**config.mk**
```make
export PLATFORM = sky130hd
export DESIGN_NAME = mips32_fetch_queue
export DESIGN_NICKNAME = d
export VERILOG_FILES = /design/src/rtl/mips32_pkg.sv /design/src/rtl/mips32_sync_fifo.sv /design/src/rtl/mips32_fetch_queue.sv
export SDC_FILE = /design/constraint.sdc
export NUM_CORES = 1
export LEC_CHECK = 0
export BUFFER_PORTS_ARGS = -buffer_cell sky130_fd_sc_hd__buf_4
export CAP_MARGIN = 20
export CORE_AREA = 2 2 142 200
export CTS_CLUSTER_DIAMETER = 40
export DETAILED_ROUTE_END_ITERATION = 7
export DIE_AREA = 0 0 144 202
export GPL_ROUTABILITY_DRIVEN = 0
export PLACE_DENSITY = 0.75
export SLEW_MARGIN = 10
export SYNTH_ARGS = -nofsm -noshare
export SYNTH_HDL_FRONTEND = slang
export SYNTH_SLANG_ARGS = --single-unit
```
**constraint.sdc**
```tcl
create_clock -name clk -period 3.77 [get_ports clk]
set_input_delay 0.5655 -clock clk [delete_from_list [all_inputs] [get_ports clk]]
set_output_delay 0.5655 -clock clk [all_outputs]
set_load 0.01 [all_outputs]
```
**src/rtl/mips32_pkg.sv**
```systemverilog
// Shared MIPS32 pipeline definitions: word width, opcode constants and
// the prefetch queue entry layout used by the fetch front end.
package mips32_pkg;

    localparam int WORD_W = 32;

    // Opcode field is ir[31:26]
    localparam logic [5:0] OP_ADD   = 6'b000000;
    localparam logic [5:0] OP_SUB   = 6'b000001;
    localparam logic [5:0] OP_AND   = 6'b000010;
    localparam logic [5:0] OP_OR    = 6'b000011;
    localparam logic [5:0] OP_SLT   = 6'b000100;
    localparam logic [5:0] OP_MUL   = 6'b000101;
    localparam logic [5:0] OP_LW    = 6'b001000;
    localparam logic [5:0] OP_SW    = 6'b001001;
    localparam logic [5:0] OP_ADDI  = 6'b001010;
    localparam logic [5:0] OP_SUBI  = 6'b001011;
    localparam logic [5:0] OP_SLTI  = 6'b001100;
    localparam logic [5:0] OP_BNEQZ = 6'b001101;
    localparam logic [5:0] OP_BEQZ  = 6'b001110;
    localparam logic [5:0] OP_HLT   = 6'b111111;

    // One prefetch queue entry: instruction word and the address after it
    typedef struct packed {
        logic [WORD_W-1:0] ir;
        logic [WORD_W-1:0] npc;
    } fq_entry_t;

    function automatic logic is_hlt(input logic [WORD_W-1:0] ir);
        return ir[31:26] == OP_HLT;
    endfunction

endpackage

```
**src/rtl/mips32_sync_fifo.sv**
```systemverilog
// Parameterised synchronous FIFO with flush, occupancy count and
// full/empty flags. Push while full is accepted only with a same-cycle pop.
// The head output reads zero while the FIFO is empty.
module mips32_sync_fifo #(
    parameter int WIDTH = 64,
    parameter int DEPTH = 4,
    localparam int AW = $clog2(DEPTH),
    localparam int CW = AW + 1
) (
    input  logic             clk,
    input  logic             rst,
    input  logic             flush,
    input  logic             push,
    input  logic [WIDTH-1:0] push_data,
    input  logic             pop,
    output logic [WIDTH-1:0] head_data,
    output logic [CW-1:0]    count,
    output logic             full,
    output logic             empty
);

    logic [WIDTH-1:0] mem [DEPTH];
    logic [AW-1:0]    wr_ptr;
    logic [AW-1:0]    rd_ptr;
    logic             do_push;
    logic             do_pop;

    assign empty     = (count == '0);
    assign full      = (count == CW'(DEPTH));
    assign do_pop    = pop && !empty;
    assign do_push   = push && (!full || do_pop);
    assign head_data = empty ? '0 : mem[rd_ptr];

    // Entry storage; contents are don't-care until counted valid
    always_ff @(posedge clk) begin
        if (do_push) begin
            mem[wr_ptr] <= push_data;
        end
    end

    // Pointers and occupancy; flush empties the FIFO like reset
    always_ff @(posedge clk) begin
        if (rst || flush) begin
            wr_ptr <= '0;
            rd_ptr <= '0;
            count  <= '0;
        end else begin
            if (do_push) begin
                wr_ptr <= wr_ptr + AW'(1);
            end
            if (do_pop) begin
                rd_ptr <= rd_ptr + AW'(1);
            end
            count <= count + CW'(do_push) - CW'(do_pop);
        end
    end

endmodule

```
**src/rtl/mips32_fetch_queue.sv**
```systemverilog
// MIPS32 instruction fetch front end: issues word-address requests to
// instruction memory, queues returned words with their next-PC, and feeds
// the ID stage. Taken-branch redirects flush the queue and drop in-flight
// responses; fetching stops once an HLT word has been queued.
// Optional macro FETCH_QUEUE_PERF_CNT_EN adds saturating performance counters.
module mips32_fetch_queue
    import mips32_pkg::*;
#(
    parameter int          DEPTH    = 4,
    parameter int          MAX_OUT  = 2,
    parameter logic [31:0] RESET_PC = 32'h0
) (
    input  logic              clk,
    input  logic              rst,
    input  logic              redirect_valid,
    input  logic [WORD_W-1:0] redirect_pc,
    output logic              imem_req_valid,
    input  logic              imem_req_ready,
    output logic [WORD_W-1:0] imem_req_addr,
    input  logic              imem_rsp_valid,
    input  logic [WORD_W-1:0] imem_rsp_data,
    output logic              id_valid,
    input  logic              id_ready,
    output logic [WORD_W-1:0] id_ir,
    output logic [WORD_W-1:0] id_npc,
    output logic              fetch_stopped
`ifdef FETCH_QUEUE_PERF_CNT_EN
    ,
    output logic [31:0]       perf_fetched,
    output logic [31:0]       perf_dropped,
    output logic [31:0]       perf_stall
`endif
);

    // Handshakes: a transfer happens on a clock edge where valid && ready are
    // both high; valid never waits on ready. Memory responses carry no ready
    // and arrive in request order; the request credit check guarantees a
    // kept response always finds queue space.

    localparam int CW = $clog2(DEPTH) + 1;

    logic [WORD_W-1:0] pc;
    logic [WORD_W-1:0] rsp_pc;
    logic [CW-1:0]     outstanding;
    logic [CW-1:0]     drop_cnt;
    logic [CW-1:0]     q_count;
    logic              q_full;
    logic              q_empty;
    logic [CW:0]       credit;
    logic              req_fire;
    logic              rsp_fire;
    logic              rsp_keep;
    logic              q_push;
    logic              q_pop;
    fq_entry_t         q_in;
    fq_entry_t         q_head;

    // Words already queued plus kept responses still in flight
    assign credit = {1'b0, q_count} + {1'b0, outstanding} - {1'b0, drop_cnt};

    assign imem_req_valid = !rst && !fetch_stopped && !redirect_valid
                            && (outstanding < CW'(MAX_OUT))
                            && (credit < (CW+1)'(DEPTH));
    assign imem_req_addr  = pc;
    assign req_fire       = imem_req_valid && imem_req_ready;

    // Responses with nothing outstanding are stale (issued before reset)
    assign rsp_fire = imem_rsp_valid && (outstanding != '0);
    assign rsp_keep = rsp_fire && (drop_cnt == '0);

    assign q_in.ir  = imem_rsp_data;
    assign q_in.npc = rsp_pc + 32'd1;
    assign q_push   = rsp_keep && !redirect_valid && (!q_full || q_pop);
    assign q_pop    = id_valid && id_ready && !redirect_valid;

    assign id_valid = !q_empty;
    assign id_ir    = q_head.ir;
    assign id_npc   = q_head.npc;

    mips32_sync_fifo #(
        .WIDTH ($bits(fq_entry_t)),
        .DEPTH (DEPTH)
    ) u_queue (
        .clk       (clk),
        .rst       (rst),
        .flush     (redirect_valid),
        .push      (q_push),
        .push_data (q_in),
        .pop       (q_pop),
        .head_data (q_head),
        .count     (q_count),
        .full      (q_full),
        .empty     (q_empty)
    );

    // Request PC: redirect wins, otherwise advance on each accepted request
    always_ff @(posedge clk) begin
        if (rst) begin
            pc <= RESET_PC;
        end else if (redirect_valid) begin
            pc <= redirect_pc;
        end else if (req_fire) begin
            pc <= pc + 32'd1;
        end
    end

    // Address of the next kept response, used to build each entry's next-PC
    always_ff @(posedge clk) begin
        if (rst) begin
            rsp_pc <= RESET_PC;
        end else if (redirect_valid) begin
            rsp_pc <= redirect_pc;
        end else if (rsp_keep) begin
            rsp_pc <= rsp_pc + 32'd1;
        end
    end

    // In-flight request count and the number of responses still to discard
    always_ff @(posedge clk) begin
        if (rst) begin
            outstanding <= '0;
            drop_cnt    <= '0;
        end else begin
            outstanding <= outstanding + CW'(req_fire) - CW'(rsp_fire);
            if (redirect_valid) begin
                drop_cnt <= outstanding + CW'(req_fire) - CW'(rsp_fire);
            end else if (rsp_fire && (drop_cnt != '0)) begin
                drop_cnt <= drop_cnt - CW'(1);
            end
        end
    end

    // Stop requesting once an HLT word enters the queue; a redirect restarts
    always_ff @(posedge clk) begin
        if (rst || redirect_valid) begin
            fetch_stopped <= 1'b0;
        end else if (q_push && is_hlt(imem_rsp_data)) begin
            fetch_stopped <= 1'b1;
        end
    end

`ifdef FETCH_QUEUE_PERF_CNT_EN
    // Saturating counters for kept responses, dropped responses and ID starvation
    always_ff @(posedge clk) begin
        if (rst) begin
            perf_fetched <= '0;
            perf_dropped <= '0;
            perf_stall   <= '0;
        end else begin
            if (rsp_keep && (perf_fetched != '1)) begin
                perf_fetched <= perf_fetched + 32'd1;
            end
            if (rsp_fire && (drop_cnt != '0) && (perf_dropped != '1)) begin
                perf_dropped <= perf_dropped + 32'd1;
            end
            if (id_ready && !id_valid && (perf_stall != '1)) begin
                perf_stall <= perf_stall + 32'd1;
            end
        end
    end
`endif

endmodule

```
==> metrics.txt, run 1 <==
vias in the first global route about 9400; # setup viols final 0; Max Root-Sink Buffers 3; Via density between 5 and 6; async set-reset flop share out of synthesis 0%; crit-path most repeated cell inv_1; most numerous cell in the Yosys netlist edfxtp_1; Highest Clock Rate roughly 0.28 GHz; Die W approximately 140 um; Synth area leader edfxtp_1; reg2reg start outstanding[1]; crit share post-route roughly 94%; CP arrival approximately 3 ns; IO buf count around 170; CP Launch Point outstanding[1]; mapped cell area 14800 sq um; Ys Warns 0; Fillers 2014; xor/xnor share of the synthesized area between 3 and 4%; Synth-to-Final Area Change 19.0%; initial antenna violation count 0; CTS Root Cell clkbuf_16; largest family of logic cells by synthesized area simple AND/OR/NAND/NOR gates; WL per Instance 19.2 um; WHS 0.250 ns; mux cell area share after synthesis between 9 and 10%; fin cells about 1600; Peak VDD IR 417 uV; Reg clk slew, reported paths around 0.06 ns; DRC 0; Clock Latency Late Sink 0.51 ns; Max-Cap Viols 0; Final Hold Fails 0; CP max FO 12; H-tree Lvls 2; synth unique cells 65; CP top delay family adder cells; total gr overflow 0; first-pass GRT wire length between 40 and 50 mm; Seq/Total Area, Yosys between 60% and 70%; Overall Global Routing Usage roughly 22%; Starting Density between 50% and 60%; layout cells sized above 1 between 20% and 30%; footprint of the multi-input gates around 5000 sq um; nets@finish 1289; slowest stage delay, CP roughly 0.53 ns; Critical path buffers and inverters 3; top cell type's share of synthesized area 51.8%; Worst Hold Class input pin to register; CTS Buf Count 34; number of synthesized flops with an enable pin roughly 260; LEAKAGE 6.25 nW; die area roughly 29000 sq um; Die H 202 um; Area contributors post-synth edfxtp_1 (52%), dfxtp_1 (11%), mux4_2 (9.7%); Simple-Gate Fraction of Synth Area a little under an eighth; number of core rows 72; ant diodes 0; Final Routed Wirelength between 30 and 40 mm; Adder-Cell Fraction of Synth Area 1.89%; CORE AREA 27300 sq um; Syn Inst Count 1031; Reg area a little over 9000 sq um; syn nets around 1100; DP Wirelength roughly 20 mm; Slowest-stage cell, CP fa_1; number of vias in the routed layout between 9000 and 10000; Inst Count DP around 1500; commonest cells in the netlist edfxtp_1 (256), dfxtp_1 (80), and2_1 (77), mux4_2 (64), inv_1 (47); worst path cell trace inv_1 -> fa_1 -> inv_1 -> ha_1 -> nand2_1 -> o21ai_1 -> and3_2 -> nor2b_1 -> buf_4; Avg Cell Area, Syn 14.4 sq um; CP Class register to output pin; final slew viol count 0; Tmin final between 3 and 4 ns; Slew @ Worst Pin between 0.7 and 0.8 ns; worst hold start imem_rsp_data[12]; CP required 3.20 ns; status completed; Slew HR a little over 50%; ys flop type edfxtp_1; pin count of the biggest net entering global routing 69; CTS tree built; ANT nets after route 0; pwr dens ~500 nW/um^2; number of clock sinks roughly 340; TritonRoute pass-1 iters 4; CP Launch Type register; Worst setup EP type output pin; FF+latch count, synth between 300 and 400; post-synthesis compound-gate area fraction under 10%; initial drt markers between 500 and 600; Final Skew between 0.01 and 0.015 ns; cts hold-fix bufs 0; Top Ports roughly 170
## path summary, 6_finish.rpt
check / end / slack (ns) / depth (start not counted)
worst min register to register: u_queue.rd_ptr[0] / 0.55 / 2
worst max-delay path: imem_req_valid / 0.22 / 9
worst max register to register: drop_cnt[2] / 0.29 / 15
worst min-delay path: u_queue.mem[3][44] / 0.25 / 1
## cell families after synthesis
| logic type | count (synthesis) |
|---|---|
| compound gates | 141 |
| xor+xnor | 63 |
| fa+ha+maj | 20 |
| buf+inv | 107 |
| flops | 336 |
| mux | 67 |
| simple gates | 297 |
## stage by stage
stage	cell area, sq um	power (mW)	worst slack [ns]	utilization (%)	TNS [ns]
3_3_place_gp	16600	5.56	0.321	60.7	0
6_report	17700	8.77	0.219	64.7	0
4_1_cts	17700	8.84	0.00783	64.7	0
3_5_place_dp	16600	5.61	0.246	60.7	0
5_1_grt	17700	9.15	-0.0104	64.7	-0.0104
2_1_floorplan	14800	5.14	0.288	-	0
## layer usage
metal	vias up	part of all wire (%)	global-route usage, %
met5	-	0	0
met4	0	2.4	6.16
met3	54	5.9	3.25
met2	313	52	38.1
met1	4481	40	28.0
li1	4289	-	-
## final cells by class
| cell class | instances | area share [%] |
|---|---|---|
| inverters | 47 | 0.999 |
| repair buffers | 192 | 8.59 |
| clock buffers | 44 | 5.14 |
| multi-input cells | 588 | 29.0 |
| clock inverters | 18 | 0.985 |
| well taps | 370 | 2.62 |
| flip-flops and latches | 336 | 52.6 |
## power by group
group	leakage (nW)	switching, mW	internal [mW]
clock network	0.517	1.37	1.86
logic	2.74	0.669	0.551
registers	2.99	0.133	4.19
## registers in the layout (all words and copies together), names as in the netlist, named ones only
name,flops
u_queue.rd_ptr,2
outstanding,3
u_queue.wr_ptr,2
u_queue.count,3
rsp_pc,32
u_queue.mem,256
imem_req_addr,32
fetch_stopped,1
drop_cnt,3
## timing repair
action                                  4_1_cts  5_1_grt
gates resized for setup                       0        4
buffers inserted                              0        0
endpoints found under the setup margin        0        3
## cells in the final DEF (no fill, tap or decap), types with 6 or more instances in the layout
cell / netlist / layout
edfxtp_1: 256 / 256
buf_4: 1 / 186
dfxtp_1: 80 / 76
and2_1: 77 / 73
mux4_2: 64 / 64
inv_1: 47 / 47
nand2_1: 35 / 35
nor2_1: 35 / 35
o31a_1: 35 / 35
clkbuf_16: 0 / 34
xnor2_1: 32 / 32
a21oi_1: 32 / 32
xor2_1: 31 / 31
nand3_1: 30 / 30
nor3_1: 24 / 24
nand4_1: 23 / 23
nor4_1: 18 / 18
ha_1: 16 / 16
a21boi_1: 11 / 11
a211oi_1: 10 / 10
and3_1: 10 / 9
a21boi_0: 9 / 9
o21a_1: 9 / 9
and4_1: 9 / 9
clkbuf_1: 36 / 8
a31oi_1: 6 / 6
clkinv_2: 0 / 6
buf_12: 0 / 6
Note: power is estimated with default switching activity, not from simulation.
==> run 2: changes to the inputs <==
PLACE_DENSITY = 0.87   (was 0.75)
==> run 2 against run 1 <==
Routed wire length rose by 1.1%; final area decreased by 0.47%; sequential power about the same; clock power down 3%; via count increased by 0.81%; die area is the same; critical endpoint unchanged; largest cell class unchanged; highest routed layer unchanged.
==> metrics.txt, run 2 (synthesized netlist as in run 1, its figures left out) <==
initial drt markers 615 (+14%); vias in the first global route 9468 (+0.98%); sum of negative setup slack 0 ns (unchanged); Die H 202 um (unchanged); TritonRoute pass-1 iters 5 (+1); CP max FO 12 (unchanged); first-pass GRT wire length 49.0 mm (-0.39%); Starting Density 54.4% (unchanged); Die W 144 um (unchanged); Reg clk slew, reported paths 0.06 ns (about the same); pin count of the biggest net entering global routing 75 (+8.7%); Peak VDD IR 393 uV (-5.6%); LEAKAGE 6.22 nW (-0.35%); Final Hold Fails 0 (unchanged); crit share post-route 93.7% (-0.45 points); ANT nets after route 0 (unchanged); most frequent cells in the layout edfxtp_1 (256), buf_4 (189), dfxtp_1 (77); CP arrival 2.97 ns (-0.02 ns); Tmin final 3.53 ns (-0.0168 ns); Worst Hold Class input pin to register; Synth-to-Final Area Change 18.4%; number of vias in the routed layout 9211 (+0.81%); pwr dens 494 nW/um^2 (-0.50%); worst path cell trace inv_1 -> fa_1 -> inv_1 -> ha_1 -> and3b_1 -> o21ai_1 -> buf_4 -> and3_4 -> nor2b_1 -> buf_4; switch share 25.4% (+0.67 points); slowest stage delay, CP 0.55 ns (+0.02 ns); Slew HR 47.9% (-3.5 points); Slowest-stage cell, CP fa_1; # setup viols final 0 (unchanged); final slew viol count 0 (unchanged); CTS Root Cell clkbuf_16; Overall Global Routing Usage 21.6% (-0.14 points); CTS tree built; CTS Buf Count 35 (+2.9%); RSZ-0062 raised after global routing no; total gr overflow 0 (unchanged); WL per Instance 19.4 um (+1.3%); CP Class register to output pin; part of the power in the clock network 35.9% (-0.9 points); IO buf count 168 (unchanged); ant diodes 0 (unchanged); die area 29100 sq um (unchanged); CORE AREA 27300 sq um (unchanged); number of clock sinks 336 (unchanged); fin util 64.4% (-0.31 points); Comb pwr share 14.3% (+0.4 points); Max Root-Sink Buffers 3 (unchanged); Most flops, register u_queue.mem; commonest non-fill, non-tap cell in the layout edfxtp_1; CP required 3.20 ns (about the same); Highest Clock Rate 0.283 GHz (+0.48%); number of core rows 72 (unchanged); sequential power share 49.8% (+0.5 points); cts hold-fix bufs 0 (unchanged); Slew @ Worst Pin 0.778 ns (+0.0485 ns); H-tree Lvls 2 (unchanged); Fillers 1966 (-2.4%); post-CTS setup buffers 0 (unchanged); DP Wirelength 20.7 mm (+3.8%); DRC 0 (unchanged); Switch Pwr 2.21 mW (+1.7%); Worst setup EP type output pin; layout cells sized above 1 27.0% (-0.36 points); Via density 5.78 (+0.94%); status completed; Largest register FFs 256 (unchanged); nets@finish 1289 (unchanged); CP top delay family adder cells; CP Launch Type register; Final Routed Wirelength 30.9 mm (+1.1%); Clock Latency Late Sink 0.51 ns (about the same); internal power 6.48 mW (-1.9%); Critical path buffers and inverters 4 (+1); Max-Cap Viols 0 (unchanged); Top Ports 169 (unchanged); initial antenna violation count 0 (unchanged); Final Skew 0.0327 ns (+0.0211 ns)
[run 2: path summary, 6_finish.rpt]
kind,start,end,slack [ns],cells after the start
hold reg to reg,rsp_pc[1],rsp_pc[1],0.54,2
hold / removal,imem_rsp_data[23],u_queue.mem[1][55],0.26,1
setup / recovery,outstanding[1],imem_req_valid,0.24,10
setup reg to reg,outstanding[1],drop_cnt[2],0.32,15
[run 2: final cells by class]
| class | count | area (sq um) | share of cell area, % |
|---|---|---|---|
| Inverter | 47 | 176 | 1.00 |
| Clock buffer | 40 | 895 | 5.09 |
| Sequential cell | 336 | 9300 | 52.9 |
| Timing Repair Buffer | 191 | 1460 | 8.30 |
| Clock inverter | 21 | 151 | 0.861 |
| Multi-Input combinational cell | 588 | 5140 | 29.2 |
| Tap cell | 370 | 463 | 2.63 |
[run 2: power groups by stage]
stage	combinational [mW]	clock (mW)	sequential, mW
global route	1.36	3.31	4.35
finish	1.24	3.12	4.33
floorplan	0.773	0	4.37
global placement	1.16	0	4.38
CTS	1.23	3.18	4.32
detailed placement	1.21	0	4.40
[run 2: stage by stage]
step / hold WS [ns] / instance area [sq um] / setup WS (ns) / total power, mW / instances
final: 0.262 / 17600 / 0.236 / 8.68 / 1593
after global routing: 0.246 / 17600 / 0.0767 / 9.02 / 1593
after global placement: 0.511 / 16500 / 0.332 / 5.54 / 1532
after detailed placement: 0.523 / 16500 / 0.206 / 5.61 / 1532
after CTS: 0.239 / 17600 / 0.0722 / 8.74 / 1593
after floorplan: 0.485 / 14800 / 0.288 / 5.14 / 1031
[run 2: metal layers]
layer / wire (um) / global-route usage, % / part of all wire, % / vias up
li1: - / - / - / 4274
met1: 11800 / 25.9 / 38 / 4510
met2: 16300 / 39.0 / 53 / 346
met3: 1830 / 3.27 / 5.9 / 81
met4: 1050 / 7.63 / 3.4 / 0
met5: 0 / 0 / 0 / -
[run 2: worst reg2reg max path, stage by stage (launching register included)]
cell      delay [ns]
dfxtp_2         0.39
inv_1           0.10
fa_1            0.55
inv_1           0.05
ha_1            0.23
nor4b_1         0.35
o21ai_2         0.19
a31oi_2         0.19
inv_1           0.06
ha_1            0.26
inv_1           0.05
ha_1            0.12
inv_1           0.05
fa_1            0.37
xnor2_1         0.15
a211oi_1        0.25
[run 2: timing repair]
item / in CTS / in global routing
setup endpoints to repair: 1 / 4
endpoints found under the hold margin: 0 / 0
cloned: 0 / 0
gates resized for setup: 1 / 5
==> run 3: changes to the inputs <==
GPL_ROUTABILITY_DRIVEN = 1   (was 0)
RECOVER_POWER = 50   (was not set)
==> run 3 against run 2 <==
Core utilization shrank 0.72 points; total power rose by 3.7%; routed wire length up 1.6%; global-route usage increased by 0.24 points; sequential power about the same; register-to-register slack lost 0.15 ns; sequential share of layout area increased by 0.59 points; largest cell class unchanged; clock power up 12%; critical path type is now register to register.
==> metrics.txt, run 3 (synthesized netlist as in run 1, its figures left out) <==
status completed; number of clock sinks 336 (unchanged); vias in the first global route 9376 (-0.97%); pin count of the biggest net entering global routing 73 (-2.7%); Most flops, register u_queue.mem; Tmin final 3.60 ns (+0.0703 ns); DRC 0 (unchanged); crit share post-route 95.6% (+1.9 points); # setup viols final 0 (unchanged); sequential power share 48.0% (-1.8 points); Starting Density 54.4% (unchanged); Final Hold Fails 0 (unchanged); WL per Instance 19.7 um (+1.4%); layout cells sized above 1 21.0% (-6.0 points); setup ws final 0.166 ns (-0.0703 ns); initial antenna violation count 0 (unchanged); CP Launch Point outstanding[1]; CP max FO 6 (-6); footprint of the multi-input gates 5080 sq um (-1.2%); Largest register FFs 256 (unchanged); CP required 4.21 ns (+1.01 ns); Highest Clock Rate 0.277 GHz (-2.0%); pwr dens 518 nW/um^2 (+4.9%); ANT nets after route 0 (unchanged); FF-to-FF path depth 15 (unchanged); Placer Congestion 0.881; Clock Latency Late Sink 0.52 ns (about the same); Comb pwr share 13.2% (-1.1 points); part of the power in the clock network 38.8% (+2.9 points); CP Class register to register; Overall Global Routing Usage 21.8% (+0.24 points); CP arrival 4.04 ns (+1.07 ns); Worst setup EP type register; Die H 202 um (unchanged); IO buf count 168 (unchanged); first-pass GRT wire length 49.5 mm (+1.1%); LEAKAGE 5.95 nW (-4.3%); total gr overflow 0 (unchanged); worst hold start imem_rsp_data[23]; CTS Root Cell clkbuf_16; internal power 6.75 mW (+4.2%); CTS Buf Count 37 (+5.7%); commonest non-fill, non-tap cell in the layout edfxtp_1; nets@finish 1290 (+0.078%); Slew @ Worst Pin 1.39 ns (+0.610 ns); most frequent cells in the layout edfxtp_1 (256), buf_4 (116), dfxtp_1 (78); post-CTS setup buffers 0 (unchanged); Fillers 2048 (+4.2%); TritonRoute pass-1 iters 6 (+1); CORE AREA 27300 sq um (unchanged); Peak VDD IR 444 uV (+13%); Via density 5.85 (+1.2%); Synth-to-Final Area Change 17.1%; Top Ports 169 (unchanged); reg2reg start outstanding[1]; final slew viol count 0 (unchanged); number of core rows 72 (unchanged); Reg clk slew, reported paths 0.06 ns (about the same); Max-Cap Viols 0 (unchanged); Max Root-Sink Buffers 3 (unchanged); Die W 144 um (unchanged); pre-CTS setup slack 0.0879 ns (-0.118 ns); fin util 63.7% (-0.72 points); Worst Hold Class input pin to register; switch share 25.0% (-0.38 points); Final Skew 0.0256 ns (-0.00707 ns); hold path cells 1 (unchanged); Final Routed Wirelength 31.4 mm (+1.6%); Slew HR 6.65% (-41 points); Switch Pwr 2.25 mW (+2.2%); CTS tree built; Reg area 9290 sq um (about the same); CP Launch Type register; DP Wirelength 20.6 mm (-0.38%); ant diodes 0 (unchanged); number of vias in the routed layout 9342 (+1.4%); H-tree Lvls 2 (unchanged); initial drt markers 712 (+16%); die area 29100 sq um (unchanged)
run 3: changes by cell type in the layout (fill, tap and decap cells not counted), sizes merged:
cell	change
bufinv	+3
clkinvlp	+2
buf	-73
clkinv	-5
clkbuf	+75
inv	+2
run 3: routing by layer:
| metal | wire length, um | global-route usage (%) |
|---|---|---|
| met1 | 12100 | 27.4 |
| met5 | 0 | 0 |
| met3 | 1960 | 3.01 |
| met2 | 16300 | 38.1 |
| met4 | 1040 | 8.33 |
run 3: layout make-up:
type	count	area share, %
Clock buffer	43	5.51
Sequential cell	336	53.5
Timing Repair Buffer	190	6.80
Inverter	47	1.01
Tap cell	370	2.66
Clock inverter	23	1.32
Multi-Input combinational cell	588	29.2
run 3: power groups by stage:
stage | Combinational (mW) | Sequential, mW | Clock [mW]
2_1_floorplan | 0.773 | 4.37 | 0
3_3_place_gp | 1.16 | 4.38 | 0
3_5_place_dp | 1.20 | 4.40 | 0
4_1_cts | 1.21 | 4.32 | 3.57
5_1_grt | 1.31 | 4.34 | 3.70
6_report | 1.19 | 4.32 | 3.50
run 3: worst max-delay path, stage by stage, from the launching register on:
cell	delay, ns
dfxtp_1	0.44
inv_1	0.12
fa_1	0.54
inv_1	0.04
ha_1	0.24
nor4b_2	0.38
o21ai_2	0.20
a31oi_2	0.21
inv_1	0.07
ha_1	0.27
inv_1	0.06
ha_1	0.13
inv_1	0.05
fa_1	0.38
xnor2_1	0.15
a211oi_1	0.24
run 3: what timing repair did:
item                                    4_1_cts  5_1_grt
endpoints found under the setup margin        1        5
pin swaps                                     0        0
hold buffers                                  0        0
resized for setup                             1        5
run 3: worst paths after layout:
check | to | slack (ns)
worst max-delay path | drop_cnt[2] | 0.17
worst min-delay path | u_queue.mem[1][55] | 0.31
worst max register to register | drop_cnt[2] | 0.17
worst min register to register | rsp_pc[1] | 0.53
run 3: through the flow:
step | TNS, ns | cell area [sq um] | std cells | hold WS, ns | power [mW]
after floorplan | 0 | 14800 | 1031 | 0.485 | 5.14
after global placement | 0 | 16500 | 1531 | 0.505 | 5.54
after detailed placement | 0 | 16500 | 1531 | 0.530 | 5.60
after CTS | 0 | 17700 | 1597 | 0.234 | 9.10
after global routing | -0.0476 | 17400 | 1597 | 0.300 | 9.35
final | 0 | 17400 | 1597 | 0.308 | 9.01
